### src/rtl/nes_pad_if.sv
// Pad-side and decoded-button signals of the NES/SNES pad reader.
// master = the reader, slave = the pad plus whatever consumes the buttons.
interface nes_pad_if;
  logic        NData;
  logic        NLatch;
  logic        NClk;
  logic        NU;
  logic        ND;
  logic        NL;
  logic        NR;
  logic        NReadable;
  logic [15:0] Buttons;

  modport master (
    input  NData,
    output NLatch, NClk, NU, ND, NL, NR, NReadable, Buttons
  );

  modport slave (
    output NData,
    input  NLatch, NClk, NU, ND, NL, NR, NReadable, Buttons
  );
endinterface

### src/rtl/nes_pad_reader.sv
// Periodically latches and shifts in an NES (8-bit) or SNES (16-bit) pad and
// publishes the active-high button set once per completed frame.
module nes_pad_reader #(
  parameter int HALF = 300,
  parameter int POLL = 833333,
  parameter int SNES = 0
) (
  input  logic       CLK,
  input  logic       RST,
  nes_pad_if.master  pad
);

  localparam int NBITS = (SNES != 0) ? 16 : 8;
  localparam int IW    = $clog2(NBITS);
  localparam int PW    = $clog2(POLL);
  localparam int CW    = $clog2(2 * HALF);

  typedef enum logic [2:0] {IDLE, LATCH, CLK_LO, CLK_HI, DONE} state_t;

  state_t            state_reg;
  state_t            state_next;
  logic [PW-1:0]     poll_reg;
  logic [CW-1:0]     phase_reg;
  logic [4:0]        bit_reg;
  logic [1:0]        sync_reg;
  logic [NBITS-1:0]  frame_reg;
  logic              presence_reg;
  logic [15:0]       buttons_reg;
  logic              readable_reg;
  logic [15:0]       buttons_next;

  logic nlatch;
  logic nclk;
  logic phase_end;
  logic sample;

  // State register
  always_ff @(posedge CLK or posedge RST) begin
    if (RST) begin
      state_reg <= IDLE;
    end else begin
      state_reg <= state_next;
    end
  end

  // Next-state logic
  always_comb begin
    state_next = state_reg;
    case (state_reg)
      IDLE:    if (poll_reg == '0) state_next = LATCH;
      LATCH:   if (phase_end) state_next = CLK_LO;
      CLK_LO:  if (phase_end) state_next = CLK_HI;
      CLK_HI:  if (phase_end) state_next = (bit_reg == 5'(NBITS)) ? DONE : CLK_LO;
      DONE:    state_next = IDLE;
      default: state_next = IDLE;
    endcase
  end

  // Output decode; sampling happens on the last cycle of LATCH and of each CLK_HI
  always_comb begin
    nlatch    = 1'b0;
    nclk      = 1'b1;
    phase_end = 1'b0;
    sample    = 1'b0;
    case (state_reg)
      LATCH: begin
        nlatch    = 1'b1;
        phase_end = (phase_reg == CW'(2 * HALF - 1));
        sample    = phase_end;
      end
      CLK_LO: begin
        nclk      = 1'b0;
        phase_end = (phase_reg == CW'(HALF - 1));
      end
      CLK_HI: begin
        phase_end = (phase_reg == CW'(HALF - 1));
        sample    = phase_end;
      end
      default: ;
    endcase
  end

  // Pad reads active-low; an open line (presence bit 1) reports nothing pressed
  generate
    for (genvar gi = 0; gi < 16; gi++) begin : g_btn
      if (gi < NBITS) begin : g_used
        assign buttons_next[gi] = ~frame_reg[gi] & ~presence_reg;
      end else begin : g_unused
        assign buttons_next[gi] = 1'b0;
      end
    end
  endgenerate

  always_ff @(posedge CLK or posedge RST) begin
    if (RST) begin
      poll_reg     <= '0;
      phase_reg    <= '0;
      bit_reg      <= '0;
      sync_reg     <= 2'b11;
      frame_reg    <= '0;
      presence_reg <= 1'b0;
      buttons_reg  <= '0;
      readable_reg <= 1'b0;
    end else begin
      sync_reg <= {sync_reg[0], pad.NData};
      poll_reg <= (poll_reg == PW'(POLL - 1)) ? '0 : poll_reg + 1'b1;

      if (state_reg == IDLE || state_next != state_reg) begin
        phase_reg <= '0;
      end else begin
        phase_reg <= phase_reg + 1'b1;
      end

      // bit_reg names the raw bit sampled at the end of the current half-period pair
      if (state_reg == IDLE) begin
        bit_reg <= '0;
      end else if (state_next == CLK_LO && state_reg != CLK_LO) begin
        bit_reg <= bit_reg + 1'b1;
      end

      if (sample) begin
        if (bit_reg < 5'(NBITS)) begin
          frame_reg[bit_reg[IW-1:0]] <= sync_reg[1];
        end else begin
          presence_reg <= sync_reg[1];
        end
      end

      if (state_reg == DONE) begin
        buttons_reg  <= buttons_next;
        readable_reg <= ~presence_reg;
      end
    end
  end

  assign pad.NLatch    = nlatch;
  assign pad.NClk      = nclk;
  assign pad.Buttons   = buttons_reg;
  assign pad.NU        = buttons_reg[4];
  assign pad.ND        = buttons_reg[5];
  assign pad.NL        = buttons_reg[6];
  assign pad.NR        = buttons_reg[7];
  assign pad.NReadable = readable_reg;

endmodule

### src/flat_wrapper.sv
// flat-port wrapper written by rule: the top's interface ports become plain ports
module nes_pad_reader_flat 
#(
  parameter int HALF = 300,
  parameter int POLL = 833333,
  parameter int SNES = 0
)
  (CLK, RST, pad_NData, pad_NLatch, pad_NClk, pad_NU, pad_ND, pad_NL, pad_NR, pad_NReadable, pad_Buttons);
  nes_pad_if pad_i ();
  input  logic CLK;
  input  logic RST;
  input wire logic [$bits(pad_i.NData)-1:0] pad_NData;
  output wire logic [$bits(pad_i.NLatch)-1:0] pad_NLatch;
  output wire logic [$bits(pad_i.NClk)-1:0] pad_NClk;
  output wire logic [$bits(pad_i.NU)-1:0] pad_NU;
  output wire logic [$bits(pad_i.ND)-1:0] pad_ND;
  output wire logic [$bits(pad_i.NL)-1:0] pad_NL;
  output wire logic [$bits(pad_i.NR)-1:0] pad_NR;
  output wire logic [$bits(pad_i.NReadable)-1:0] pad_NReadable;
  output wire logic [$bits(pad_i.Buttons)-1:0] pad_Buttons;
  assign pad_i.NData = pad_NData;
  assign pad_NLatch = pad_i.NLatch;
  assign pad_NClk = pad_i.NClk;
  assign pad_NU = pad_i.NU;
  assign pad_ND = pad_i.ND;
  assign pad_NL = pad_i.NL;
  assign pad_NR = pad_i.NR;
  assign pad_NReadable = pad_i.NReadable;
  assign pad_Buttons = pad_i.Buttons;
  nes_pad_reader #(.HALF(HALF), .POLL(POLL), .SNES(SNES)) u_core (.CLK(CLK), .RST(RST), .pad(pad_i));
endmodule
### config.mk
export PLATFORM = sky130hd
export DESIGN_NAME = nes_pad_reader_flat
export DESIGN_NICKNAME = d
export VERILOG_FILES = /design/src/rtl/nes_pad_if.sv /design/src/rtl/nes_pad_reader.sv /design/src/flat_wrapper.sv
export SDC_FILE = /design/constraint.sdc
export NUM_CORES = 1
export LEC_CHECK = 0
export ABC_AREA = 1
export CORE_MARGIN = 3
export CORE_UTILIZATION = 45
export CTS_CLUSTER_DIAMETER = 200
export CTS_CLUSTER_SIZE = 28
export DETAILED_ROUTE_END_ITERATION = 7
export PLACE_DENSITY_LB_ADDON = 0.3
export SLEW_MARGIN = 20
export SYNTH_ARGS = -nofsm -noshare
export SYNTH_HDL_FRONTEND = slang
export SYNTH_SLANG_ARGS = --single-unit
export TNS_END_PERCENT = 30
### constraint.sdc
create_clock -name CLK -period 2.1 [get_ports CLK]
set_input_delay 0.42 -clock CLK [delete_from_list [all_inputs] [get_ports CLK]]
set_output_delay 0.42 -clock CLK [all_outputs]
set_load 0.05 [all_outputs]
; After elaboration in Yosys (flattened, before gate mapping)
; Index checks and enable logic that the tools add are counted.
; Widths: inputs -> output; s select.
[word_totals]
ram_bits = 0
mem_count = 0
rom_bits = 0
word_cells = 70
reg_bits = 58
latch_bits = 0
[classes]
reduce_logical = 9
n_addsub = 3
shift = 0
bitwise = 18
n_eq_ne = 11
mux = 17
multipliers = 0
n_div = 0
n_lt_le_gt_ge = 3
[op_table]
columns = cell, count
row1 = $add 20x1->20 const B, 1
row2 = $eq 20x20->1 const B, 1
row3 = $logic_not 20->1, 1
row4 = $mux 20, 1
row5 = $mux 3, 5
row6 = $pmux 3 s4, 1
row7 = $add 10x1->10 const B, 1
row8 = $eq 10x10->1 const B, 1
row9 = $eq 10x9->1 const B, 1
row10 = $mux 10, 1
row11 = $mux 5, 2
row12 = $not 1->1, 10
row13 = $eq 3x2->1 const B, 3
row14 = $and 1x1->1, 8
row15 = $bwmux 8, 1
row16 = $add 5x1->5 const B, 1
row17 = $eq 5x4->1 const B, 1
row18 = $lt 5x4->1 const B, 1
row19 = $lt 3x4->1 const B, 1
row20 = $pmux 1 s2, 2
row21 = $reduce_and 2->1, 2
row22 = $demux 1 s3, 1
row23 = $eq 3x1->1 const B, 1
row24 = $eq 3x3->1 const B, 1
row25 = other kinds (9), 12

; Logic depth before layout (Yosys ltp)
[logic_depth]
word_depth = 9
mapped_depth = 13
mapped_depth_nobuf = 13

; Worst setup path before layout
; Ideal clock, no wire load.
[synth_path]
path_kind = reg2reg
start = register u_core.state_reg[2]
end = register u_core.phase_reg[0]
path_slack_ps = 512
n_path_buf = 0
setup_time_ps = 73
required_time_ps = 2027
t_arrival_ps = 1515
path_stages_with_launch = 8
period_less_slack_ps = 1588
cell_sequence = dfrtp_1 inv_2 nand3_2 inv_1 nand3_1 a31oi_1 nand2_2 nor2_1
[synth_via]
elab_chain_len = 8
elab_cells_between_ends = 14
[synth_lines]
columns = item, line
row1 = from (decl), nes_pad_reader.sv:20  ; state_t state_reg;
row2 = from (signal assigned), nes_pad_reader.sv:42  ; state_reg <= state_next;
row3 = $eq 3x2->1, "nes_pad_reader.sv:49, nes_pad_reader.sv:65"
row4 = $reduce_or 2->1 (no source line), n/a
row5 = $pmux 1 s2, nes_pad_reader.sv:65  ; case (state_reg)
row6 = "$mux 3, on equally long branches", "nes_pad_reader.sv:53, nes_pad_reader.sv:51, nes_pad_reader.sv:52"
row7 = $pmux 3 s4, nes_pad_reader.sv:49  ; case (state_reg)
row8 = $ne 3x3->1, nes_pad_reader.sv:108  ; if (state_reg == IDLE || state_next != state_reg) begin
row9 = $logic_or 1x1->1 (*), nes_pad_reader.sv:108
row10 = $mux 10 (*), nes_pad_reader.sv:108
row11 = to (signal assigned), nes_pad_reader.sv:111  ; phase_reg <= phase_reg + 1'b1;
row12 = to (decl), nes_pad_reader.sv:23  ; logic [CW-1:0] phase_reg;
; Every way passes the cells marked *; elsewhere a longest branch is shown, timed or not.
; A chain may end at the register's enable or synchronous reset.

; Worst setup path after layout
[layout_path]
start = register u_core.buttons_reg[5], in the netlist u_core.pad.Buttons[5]
end = output port pad_ND
[layout_rtl]
columns = item, line
row1 = from (decl), nes_pad_reader.sv:28  ; logic [15:0] buttons_reg;
row2 = from (signal assigned), nes_pad_reader.sv:130  ; buttons_reg <= buttons_next;
row3 = to (decl), flat_wrapper.sv:16  ; output wire logic [$bits(pad_i.ND)-1:0] pad_ND;
; No word-level cell between the ends.

==> results.yml <==
detailed_routing:
  vias: 2436
  ant_nets: 0
  via_per_inst: 4.72
  detail_route.wl_per_cell_um: 11.5
  drtIter0Drc: 111
  drt_wl_total_mm: 5.91
  dr.pass1.iters: 4
  drc: 0
clock_tree:
  cts_buffer_depth: 2
  clock-sinks: 58
  root_buffer: "clkbuf_8"
  clk_latency_ns: 0.34
  cts_tree: "yes"
  path_clk_slew_ns: 0.08
  postCtsHoldBufs: 0
  htree_num_levels: 3
  cts_buffers: 9
min_path:
  holdPathEnd: "u_core.sync_reg[1]"
  hp-class: "reg2reg"
  hp-start: "u_core.sync_reg[0]"
  min_path_cells: 0
worst_setup_path:
  crit_family: "buffers and inverters"
  startpoint_type: "flop"
  cp-end-kind: "primary output"
  reg2reg_depth: 10
  cp_slowest_cell: "clkdlybuf4s50_1"
  path_class: "reg2out"
  critPathRequiredTime_ns: 1.68
  rr_startpoint: "u_core.phase_reg[0]"
  cpPeakStageDelay_ns: 0.81
  worstReg2RegEnd: "u_core.phase_reg[9]"
  path_cells: "clkdlybuf4s50_1"
  cp_max_fo: 3
  critPathBufInv: 1
  r2r_slack_ns: 0.37
  crit_arrival_ns: 1.52
sta:
  relSlewSlack_pct: 66.8
  rsz0062_at_grt: "no"
  worstMarginPinSlew_ns: 0.497
  post-route-period-util_pct: 92.5
  slew_viol_final: 0
  layout_min_cycle_time_ns: 1.94
  finalHoldViolCount: 0
  tns_ns: 0
  fin_worst_skew_ns: 0.0109
  max_freq_ghz: 0.515
  finalSetupViolCount: 0
die:
  design.die.area_um2: 8110
  ios: 26
  die-height_um: 90.0
  start_util_pct: 48.1
  fp.dieW_um: 90.0
  num_rows: 29
  core_area_um2: 6600
global_route:
  grt_usage_pct: 16.0
  grt_pass1_wl_mm: 10.7
  grt_max_degree: 32
  grt_pass1_vias: 2430
  antenna_found_initial: 0
  overflow: 0
power:
  switchingPower_w: 0.000536
  p_clk_share_pct: 49.4
  switching_share_pct: 22.9
  p_int_w: 0.00181
  ir_drop_mv: 0.388
  p_seq_share_pct: 48.0
  p_per_area_nw_per_um2: 642
  leakagePower_nw: 1.74
  combPwrFrac_pct: 2.6
logic_synthesis:
  ys.flop_type: "dfrtp_1"
  ys.warnings.count: 0
  synth_area_per_cell_um2: 7.99
  yosysUniqueCellTypes: 34
  synth.top_cells.by_area: "dfrtp_1 44%, nor2_1 7.4%, nand2_1 7.3%"
  syn_area_um2: 3180
  ys_seq_area_share_pct: 45.7
  netlist.area_leader.share_pct: 44.1
  synth-edff-count: 0
  ys_seq_elements: 58
  async_reset_ff_share_pct: 100
  synthCells: 398
  synth_top_cell_by_area: "dfrtp_1"
layout:
  diodes: 0
  nets: 426
  n_fill_cell: 630
  area_growth_pct: 14.7
  largest_reg_flops: 20
  drive_above_1_share_pct: 13.5
  fin_area_um2: 3640
placed_design:
  io_buffer_count: 17
  gp_congestion: 0.896
  hpwl_mm: 4.35
  placed_area_um2: 3410
outcome:
  status: "complete, no violations"
run:
  maxCapViolations: 0
## through the flow
step	setup WS [ns]	power [W]	hold slack (ns)	util (%)	std cells
after floorplan	0.255	0.00120	0.345	-	405
after global placement	0.370	0.00121	0.346	51.7	500
after detailed placement	0.335	0.00121	0.350	51.7	500
after CTS	0.0793	0.00238	0.351	55.2	516
after global routing	0.0302	0.00242	0.356	55.2	516
final	0.157	0.00234	0.353	55.2	516
## layout by cell type (no fill, tap or decap), types with 4 or more instances in the layout
master	instances
clkinv_4	5
nor2_4	4
xor2_1	14
xnor2_1	5
inv_2	6
nand2_1	62
clkbuf_8	9
nor2_2	7
dfrtp_1	56
o21ai_0	22
clkdlybuf4s50_1	15
a21oi_1	12
conb_1	8
nor2_1	63
nand3_1	28
nor4_1	4
inv_1	55
nand2_2	8
nand4_1	6
nor3_1	7
ha_1	5
## logic make-up after synthesis
kind of cell	count (synthesis)	share of synthesized area, %
compound gates	37	5.98
xor+xnor	19	5.24
fa+ha+maj	5	1.97
buf+inv	79	10.8
flops	58	45.7
other cells	1	0.118
simple gates	199	30.1
## worst max path at each step
stage                                from                   to  slack [ns]  depth (start not counted)
finish              u_core.pad.Buttons[5]               pad_ND        0.16                          1
global placement      u_core.state_reg[2]  u_core.frame_reg[3]        0.37                         10
floorplan                             RST    u_core.bit_reg[0]        0.26                          1
CTS                   u_core.state_reg[2]             pad_NClk        0.08                          5
detailed placement    u_core.state_reg[2]  u_core.frame_reg[3]        0.33                         10
global route          u_core.state_reg[2]             pad_NClk        0.03                          5
## power by group through the flow
stage                     combinational (W)  sequential, W  clock [W]
after floorplan                   0.0000610        0.00114          0
after global placement            0.0000635        0.00114          0
after detailed placement          0.0000640        0.00114          0
after CTS                         0.0000637        0.00112    0.00119
after global routing              0.0000674        0.00112    0.00123
final                             0.0000616        0.00112    0.00116
## metal layers
layer,vias up,track usage [%],wire length (um)
met5,-,0,0
met4,0,5.87,102
met3,7,5.09,231
met2,43,26.9,2870
met1,1121,19.1,2710
li1,1265,-,-
## synthesized netlist by cell type, types with 2 or more instances
master    instances
inv_1            56
nand3_2           2
ha_1              5
nor4_1            4
nor3b_1           2
dfrtp_1          56
nor3_1            7
clkbuf_1          2
nand2_1          62
buf_2             2
nand4_1           6
dfstp_2           2
xnor2_1           5
nand2_2           8
a21oi_1          12
nor2_2            7
xor2_1           14
nand3_1          28
nor2_1           63
o21ai_0          22
nor2_4            4
inv_2             6
buf_4            12
## final cells by class
class	count	area, um2	share of cell area, %
clock buffers	9	124	3.40
clock inverters	7	104	2.85
inverters	62	235	6.45
multi-input cells	268	1410	38.6
flip-flops and latches	58	1450	39.9
well taps	93	116	3.19
repair buffers	19	205	5.63
## repair_timing
action                     4_1_cts  5_1_grt
buffers inserted                 0        0
setup endpoints to repair        0        1
gates resized for setup          0        1
Power figures use the tool's default switching activity.
